`config.mk`:
```
export PLATFORM = sky130hd
export DESIGN_NAME = noc_packet_sink
export DESIGN_NICKNAME = d
export VERILOG_FILES = /design/src/rtl/noc_packet_sink.sv
export SDC_FILE = /design/constraint.sdc
export NUM_CORES = 1
export LEC_CHECK = 0
export ABC_AREA = 0
export CAP_MARGIN = 15
export CORE_MARGIN = 2
export CORE_UTILIZATION = 45
export DETAILED_ROUTE_END_ITERATION = 10
export DONT_BUFFER_PORTS = 1
export SYNTH_ARGS = -nofsm -noshare
export SYNTH_HDL_FRONTEND = slang
export SYNTH_SLANG_ARGS = --single-unit
export TNS_END_PERCENT = 50
```
`constraint.sdc`:
```
create_clock -name noc_clk -period 6.4 [get_ports noc_clk]
set_input_delay 1.28 -clock noc_clk [delete_from_list [all_inputs] [get_ports noc_clk]]
set_output_delay 1.28 -clock noc_clk [all_outputs]
set_load 0.01 [all_outputs]
```
`src/rtl/noc_packet_sink.sv`:
```
// noc_packet_sink: receive-side NoC endpoint. Accepts flits from a router
// local port, reassembles packets, checks routing/length/sequence/payload
// fields and keeps packet and error counters. Ready follows a fixed,
// registered stall pattern and never looks at valid.
module noc_packet_sink #(
    parameter int X_ID         = 0,
    parameter int Y_ID         = 0,
    parameter int DATA_WIDTH   = 32,
    parameter int STALL_PERIOD = 0
) (
    input  logic                  noc_clk,
    input  logic                  noc_rst_n,
    input  logic                  receive_valid,
    output logic                  receive_ready,
    input  logic [DATA_WIDTH-1:0] receive_flit,
    input  logic                  receive_is_header,
    input  logic                  receive_is_tail,
    output logic [7:0]            receive_num,
    output logic [7:0]            error_count,
    output logic                  error_flag,
    output logic [7:0]            last_src
);

    typedef enum logic {
        ST_IDLE,
        ST_BODY
    } state_t;

    localparam logic [3:0]  MY_X  = 4'(X_ID);
    localparam logic [3:0]  MY_Y  = 4'(Y_ID);
    localparam int unsigned CNT_W = (STALL_PERIOD > 2) ? $clog2(STALL_PERIOD) : 1;

    state_t          state_q, state_d;
    logic [7:0]      len_q, len_d;
    logic [7:0]      seq_q, seq_d;
    logic [7:0]      src_q, src_d;
    logic [7:0]      idx_q, idx_d;
    logic [7:0]      exp_seq_q, exp_seq_d;
    logic [CNT_W-1:0] stall_cnt_q, stall_cnt_d;
    logic            ready_d;
    logic            flit_err;
    logic            complete;
    logic [7:0]      done_src;
    logic            xfer;

    // Header field views of the incoming flit.
    logic [3:0] h_dx, h_dy, h_sx, h_sy;
    logic [7:0] h_len, h_seq, b_idx, b_seq;

    assign h_dx  = receive_flit[3:0];
    assign h_dy  = receive_flit[7:4];
    assign h_sx  = receive_flit[11:8];
    assign h_sy  = receive_flit[15:12];
    assign h_len = receive_flit[23:16];
    assign h_seq = receive_flit[31:24];
    assign b_idx = receive_flit[7:0];
    assign b_seq = receive_flit[15:8];

    assign xfer = receive_valid & receive_ready;

    // Stall pattern: ready is low while the free-running counter sits at its
    // last value; ready is registered from the counter's next value.
    generate
        if (STALL_PERIOD < 2) begin : g_no_stall
            always_comb begin
                stall_cnt_d = '0;
                ready_d     = 1'b1;
            end
        end else begin : g_stall
            always_comb begin
                stall_cnt_d = (stall_cnt_q == CNT_W'(STALL_PERIOD - 1)) ? '0
                                                                         : stall_cnt_q + 1'b1;
                ready_d     = (stall_cnt_d != CNT_W'(STALL_PERIOD - 1));
            end
        end
    endgenerate

    // Packet checker: next state, latched header fields and per-flit error.
    always_comb begin
        // NOTE: every variable gets a default first so no path leaves it
        // unassigned, which would otherwise infer a latch.
        state_d   = state_q;
        len_d     = len_q;
        seq_d     = seq_q;
        src_d     = src_q;
        idx_d     = idx_q;
        exp_seq_d = exp_seq_q;
        flit_err  = 1'b0;
        complete  = 1'b0;
        done_src  = src_q;

        if (xfer) begin
            if (receive_is_header) begin
                // A header in BODY abandons the open packet (missing tail).
                flit_err  = (h_dx != MY_X) || (h_dy != MY_Y) ||
                            (h_seq != exp_seq_q) || (state_q == ST_BODY);
                exp_seq_d = h_seq + 8'd1;
                if (receive_is_tail) begin
                    flit_err = flit_err || (h_len != 8'd0);
                    complete = 1'b1;
                    done_src = {h_sy, h_sx};
                    state_d  = ST_IDLE;
                end else begin
                    flit_err = flit_err || (h_len == 8'd0);
                    len_d    = h_len;
                    seq_d    = h_seq;
                    src_d    = {h_sy, h_sx};
                    idx_d    = 8'd0;
                    state_d  = ST_BODY;
                end
            end else if (state_q == ST_BODY) begin
                idx_d    = idx_q + 8'd1;
                flit_err = (b_idx != idx_d) || (b_seq != seq_q);
                if (receive_is_tail) begin
                    flit_err = flit_err || (idx_d != len_q);
                    complete = 1'b1;
                    done_src = src_q;
                    state_d  = ST_IDLE;
                end else begin
                    flit_err = flit_err || (idx_d == len_q);
                end
            end else begin
                // Body flit with no open packet: orphan, discarded.
                flit_err = 1'b1;
            end
        end
    end

    // State, counters and flags; reset is synchronous, sampled on the edge.
    always_ff @(posedge noc_clk) begin
        // NOTE: sequential state uses non-blocking assignments so every
        // register samples values from before this edge.
        if (!noc_rst_n) begin
            state_q       <= ST_IDLE;
            len_q         <= '0;
            seq_q         <= '0;
            src_q         <= '0;
            idx_q         <= '0;
            exp_seq_q     <= '0;
            stall_cnt_q   <= '0;
            receive_ready <= 1'b0;
            receive_num   <= '0;
            error_count   <= '0;
            error_flag    <= 1'b0;
            last_src      <= '0;
        end else begin
            state_q       <= state_d;
            len_q         <= len_d;
            seq_q         <= seq_d;
            src_q         <= src_d;
            idx_q         <= idx_d;
            exp_seq_q     <= exp_seq_d;
            stall_cnt_q   <= stall_cnt_d;
            receive_ready <= ready_d;
            if (complete) begin
                receive_num <= receive_num + 8'd1;
                last_src    <= done_src;
            end
            if (flit_err) begin
                error_flag <= 1'b1;
                if (error_count != 8'hFF) error_count <= error_count + 8'd1;
            end
        end
    end

endmodule

```
==> summary.txt, run 1 <==
PwrDens -> 224 mW/mm^2
core area -> 0.00769 sq mm
met3 WL post-DR -> 540 um
commonest non-fill, non-tap cell in the layout -> nand2_1
Max Used Layer -> met4
Max Fanout on Critical Path -> 11
via/cell ratio -> 5.55
largest net degree at the start of global routing -> 72
crit path kind -> register to register
post-synthesis cell type count -> 50
Fillers -> 779
critical path data arrival time -> 3.35 ns
Clock Latency Late Sink -> 0.34 ns
relative slew slack -> 0.414
Hold Vio Cnt, Final -> 0
residual DRC count -> 0
CTS buffer count -> 9
placed cell areas -> 0.00361 sq mm
VDD IR max -> 0.104 mV
Final Util -> 0.497
Worst-path clk slew -> 0.08 ns
measured slew at the worst slew-check pin -> 0.879 ns
FF+latch count, synth -> 67
H-tree levels -> 3
syn avg cell area -> 8.53 sq um
I/O Buffers -> 0
Die Area -> 0.00863 sq mm
multi-input gate area in the final layout -> 0.00211 sq mm
most frequent cells in the layout -> nand2_1, dfxtp_1, a21boi_0
first-pass GRT wire length -> 13.3 mm
post-synthesis sequential area ratio -> 0.377
highest clock rate -> 326 MHz
layout cells sized above 1 -> 0.0700
ys flop type -> dfxtp_1
Die W -> 92.9 um
share of synthesized registers carrying an async set or reset -> 0
Routed Antenna Nets -> 0
hpwl dp -> 5.62 mm
gr usage total -> 0.195
Setup Skew -> 0.0106 ns
Net Count, Synth -> 458
status -> complete, no violations
GP Congestion -> 0.887
final worst-path cycle share -> 0.480
LEAKAGE -> 1.46 nW
Synth Cell Area -> 0.00356 sq mm
total power draw -> 0.000856 W
placed insts -> 500
initial antenna violation count -> 0
Post-CTS Setup Inserts -> 0
max cap viols -> 0
Clock Path Buffers -> 2
grt total ovfl -> 0
Starting DRT DRC Count -> 78
Worst Path Required -> 6.68 ns
Post-Synthesis Cells -> 417
CTS tree -> built
NumNets Final -> 450
n_diodes -> 0
TritonRoute pass-1 iters -> 5
setup violators final -> 0
Num Clock Sinks -> 67
Synth warnings -> 0
Rows -> 32
I/O Pins -> 63
Hold Crit Class -> register to register
post-route cell area -> 0.00382 sq mm
total wire length -> 8.07 mm
vias post-DR -> 2,865
WL met2 -> 3.64 mm
CP startpoint kind -> register
Max Slew Vio Count -> 0
vias in the first global route -> 2,697
Die Y -> 92.9 um
wl on met1 -> 3.78 mm
RSZ-0062 raised after global routing -> false
FF+latch area -> 0.00134 sq mm
post-route setup TNS -> 0 ns
Period minus WS final -> 3.07 ns
cts hold-fix bufs -> 0
non-filler instance count after layout -> 516
Post-synth EDFFs -> 0
synthesis-to-layout area growth -> 7.53%
routed wire length per instance -> 15.6 um
post-cts sizing count -> 0
root buffer cell -> clkbuf_8
crit path capture type -> register
Initial Util -> 0.463
-- final cells by class --
cell class / instances / share of cell area
clock buffer: 12 / 0.0432
clock inverter: 4 / 0.0124
inverter: 4 / 0.00393
multi-input combinational: 325 / 0.552
sequential: 67 / 0.351
tap: 102 / 0.0334
timing repair buffer: 2 / 0.00393
-- state kept, by name, indices dropped and copies added (netlist names) --
signal         flops
error_count        8
error_flag         1
exp_seq_q          8
idx_q              8
last_src           8
len_q              8
receive_num        8
receive_ready      1
seq_q              8
src_q              8
state_q            1
-- worst max-delay path: stages, from the launching register on --
cell,delay (ns)
dfxtp_1,0.53
ha_1,0.33
xnor2_1,0.21
xor2_1,0.19
nand4_1,0.08
a2111oi_0,0.33
nor4b_2,0.30
mux2_4,0.39
or4_1,0.49
a21boi_1,0.14
-- final timing paths --
| path | from | end | slack, ns | depth (start not counted) |
|---|---|---|---|---|
| worst max-delay path | idx_q[0] | error_count[2] | 3.33 | 9 |
| worst min-delay path | src_q[4] | src_q[4] | 0.47 | 2 |
| worst max register to register | idx_q[0] | error_count[2] | 3.33 | 9 |
| worst min register to register | src_q[4] | src_q[4] | 0.47 | 2 |
-- metal layers --
| layer | track usage | up-vias |
|---|---|---|
| met5 | 0 | - |
| met4 | 0.0600 | 0 |
| met3 | 0.0749 | 9 |
| met2 | 0.300 | 65 |
| met1 | 0.252 | 1348 |
| li1 | - | 1443 |
-- power breakdown --
part	leakage (nW)	switching (W)	internal, W
combinational	0.813	0.0000225	0.0000246
clock	0.108	0.000163	0.000211
sequential	0.543	0.00000924	0.000426
-- metrics by stage --
step	setup slack [ns]	hold WS, ns
after floorplan	3.42	0.444
after global placement	3.22	0.451
after detailed placement	3.22	0.460
after CTS	3.35	0.471
after global routing	3.01	0.497
final	3.33	0.468
-- logic make-up after synthesis --
| group | after synthesis | synth area share |
|---|---|---|
| buf+inv | 25 | 0.0289 |
| xor+xnor | 50 | 0.123 |
| fa+ha+maj | 4 | 0.0141 |
| compound gates | 72 | 0.161 |
| flops | 67 | 0.377 |
| mux | 7 | 0.0211 |
| simple gates | 192 | 0.274 |
-- cell usage after synthesis (2+ instances only) --
library cell | instances | area (sq um)
or3_1 | 6 | 37.5
nand2_1 | 82 | 308
nor2_1 | 9 | 33.8
and3_1 | 9 | 56.3
nand3_1 | 30 | 150
dfxtp_1 | 67 | 1340
and2_1 | 9 | 56.3
o21ai_0 | 8 | 40.0
mux2i_1 | 6 | 60.1
nor2b_1 | 10 | 62.6
xor2_1 | 23 | 201
a21boi_0 | 31 | 233
nor4_1 | 7 | 43.8
buf_1 | 2 | 7.51
ha_1 | 4 | 50.1
o21a_1 | 2 | 15.0
xnor2_1 | 27 | 236
nand4_1 | 7 | 43.8
inv_1 | 4 | 15.0
nand2b_1 | 3 | 18.8
o211a_1 | 15 | 150
o221a_1 | 2 | 22.5
a21oi_1 | 4 | 20.0
nor3_1 | 7 | 35.0
a21boi_1 | 2 | 15.0
clkbuf_1 | 17 | 63.8
No activity file was read; power rests on OpenSTA's default activity.
==> run 2: changes to the inputs <==
==> constraint.sdc (replaced) <==
create_clock -name noc_clk -period 3.2 [get_ports noc_clk]
set_input_delay 0.64 -clock noc_clk [delete_from_list [all_inputs] [get_ports noc_clk]]
set_output_delay 0.64 -clock noc_clk [all_outputs]
set_load 0.01 [all_outputs]
==> summary.txt, run 2 (synthesized netlist as in run 1, its figures left out) <==
max cap viols -> 0
hpwl dp -> 5.67 mm
NumNets Final -> 453
Worst Hold Depth -> 0
first-pass GRT wire length -> 13.4 mm
PwrDens -> 446 mW/mm^2
Post-CTS Setup Inserts -> 0
R2R depth -> 9
Num Clock Sinks -> 67
H-tree levels -> 3
vias post-DR -> 2,845
critical path data arrival time -> 3.23 ns
LEAKAGE -> 1.48 nW
most frequent cells in the layout -> nand2_1, dfxtp_1, a21boi_0
grt total ovfl -> 0
measured slew at the worst slew-check pin -> 0.906 ns
Starting DRT DRC Count -> 101
synthesis-to-layout area growth -> 8.48%
Clock Latency Late Sink -> 0.35 ns
Die Y -> 92.9 um
Fillers -> 758
vias in the first global route -> 2,681
Worst-path clk slew -> 0.08 ns
post-route setup TNS -> 0 ns
initial antenna violation count -> 0
CTS tree -> built
Worst Path Required -> 3.49 ns
VDD IR max -> 0.251 mV
TritonRoute pass-1 iters -> 4
crit path capture type -> register
routed wire length per instance -> 15.7 um
layout cells sized above 1 -> 0.0743
root buffer cell -> clkbuf_8
Final Util -> 0.502
Max Fanout on Critical Path -> 11
largest net degree at the start of global routing -> 72
total wire length -> 8.15 mm
RSZ-0062 raised after global routing -> false
GP Congestion -> 0.882
crit path kind -> register to register
Die Area -> 0.00863 sq mm
n_diodes -> 0
commonest non-fill, non-tap cell in the layout -> nand2_1
Hold Crit Class -> primary input to register
Setup Skew -> 0.0131 ns
Max Slew Vio Count -> 0
relative slew slack -> 0.396
I/O Pins -> 63
CTS buffer count -> 9
Hold Vio Cnt, Final -> 0
gr usage total -> 0.195
I/O Buffers -> 0
highest clock rate -> 339 MHz
final worst-path cycle share -> 0.921
via/cell ratio -> 5.48
core area -> 0.00769 sq mm
status -> complete, no violations
Die W -> 92.9 um
Rows -> 32
Period minus WS final -> 2.95 ns
Routed Antenna Nets -> 0
Initial Util -> 0.463
CP startpoint kind -> register
Clock Path Buffers -> 2
setup violators final -> 0
residual DRC count -> 0
[run 2: changes by cell type in the layout (fill, tap and decap cells not counted)]
| cell | change |
|---|---|
| a2111oi_0 | -1 |
| a2111oi_1 | +1 |
| buf_4 | +3 |
| clkbuf_1 | +1 |
| clkinv_2 | -2 |
| clkinvlp_4 | +1 |
| nor4b_2 | -1 |
| nor4b_4 | +1 |
[run 2: routing by layer]
metal	track usage	vias up	wire (um)
met2	0.293	61	3720
met4	0.0748	0	112
li1	-	1439	-
met5	0	-	0
met1	0.268	1336	3820
met3	0.0504	9	492
[run 2: what timing repair did]
item,4_1_cts,5_1_grt
endpoints found under the setup margin,0,1
gates resized for setup,0,2
endpoints found under the hold margin,0,0
hold buffers,0,0
[run 2: final cells by class]
| cell class | count | area (sq um) | share of cell area |
|---|---|---|---|
| tap | 102 | 128 | 0.0331 |
| multi-input combinational | 325 | 2120 | 0.550 |
| sequential | 67 | 1340 | 0.348 |
| inverter | 4 | 15.0 | 0.00389 |
| clock buffer | 13 | 169 | 0.0438 |
| timing repair buffer | 5 | 37.5 | 0.00973 |
| clock inverter | 3 | 45.0 | 0.0117 |
[run 2: worst max-delay path, stage by stage, from the launching register on]
cell and delay, ns:
dfxtp_1 0.37, ha_1 0.23, xnor2_1 0.25, xor2_1 0.17, nand4_1 0.09, a2111oi_1 0.45, nor4b_4 0.32, mux2_4 0.38
or4_1 0.48, a21boi_1 0.14
[run 2: report_power, final]
group	total [W]	internal, W	switching (W)
Combinational	0.0000956	0.0000498	0.0000458
Clock	0.000753	0.000424	0.000329
Sequential	0.000871	0.000853	0.0000178
[run 2: path summary, 6_finish.rpt]
kind,from,end,slack [ns]
min reg2reg,src_q[1],src_q[1],0.47
max,idx_q[1],error_count[2],0.25
max reg2reg,idx_q[1],error_count[2],0.25
min,noc_rst_n,receive_ready,0.32
[run 2: metrics by stage]
step | area, sq um | hold WS (ns) | setup WS (ns) | total power, W | instances
finish | 3860 | 0.317 | 0.252 | 0.00172 | 519
global route | 3860 | 0.303 | 0.0172 | 0.00179 | 519
CTS | 3850 | 0.299 | 0.152 | 0.00174 | 519
detailed placement | 3630 | 0.460 | 0.217 | 0.000986 | 503
global placement | 3630 | 0.451 | 0.226 | 0.000984 | 503
floorplan | 3560 | 0.444 | 0.480 | 0.000977 | 417
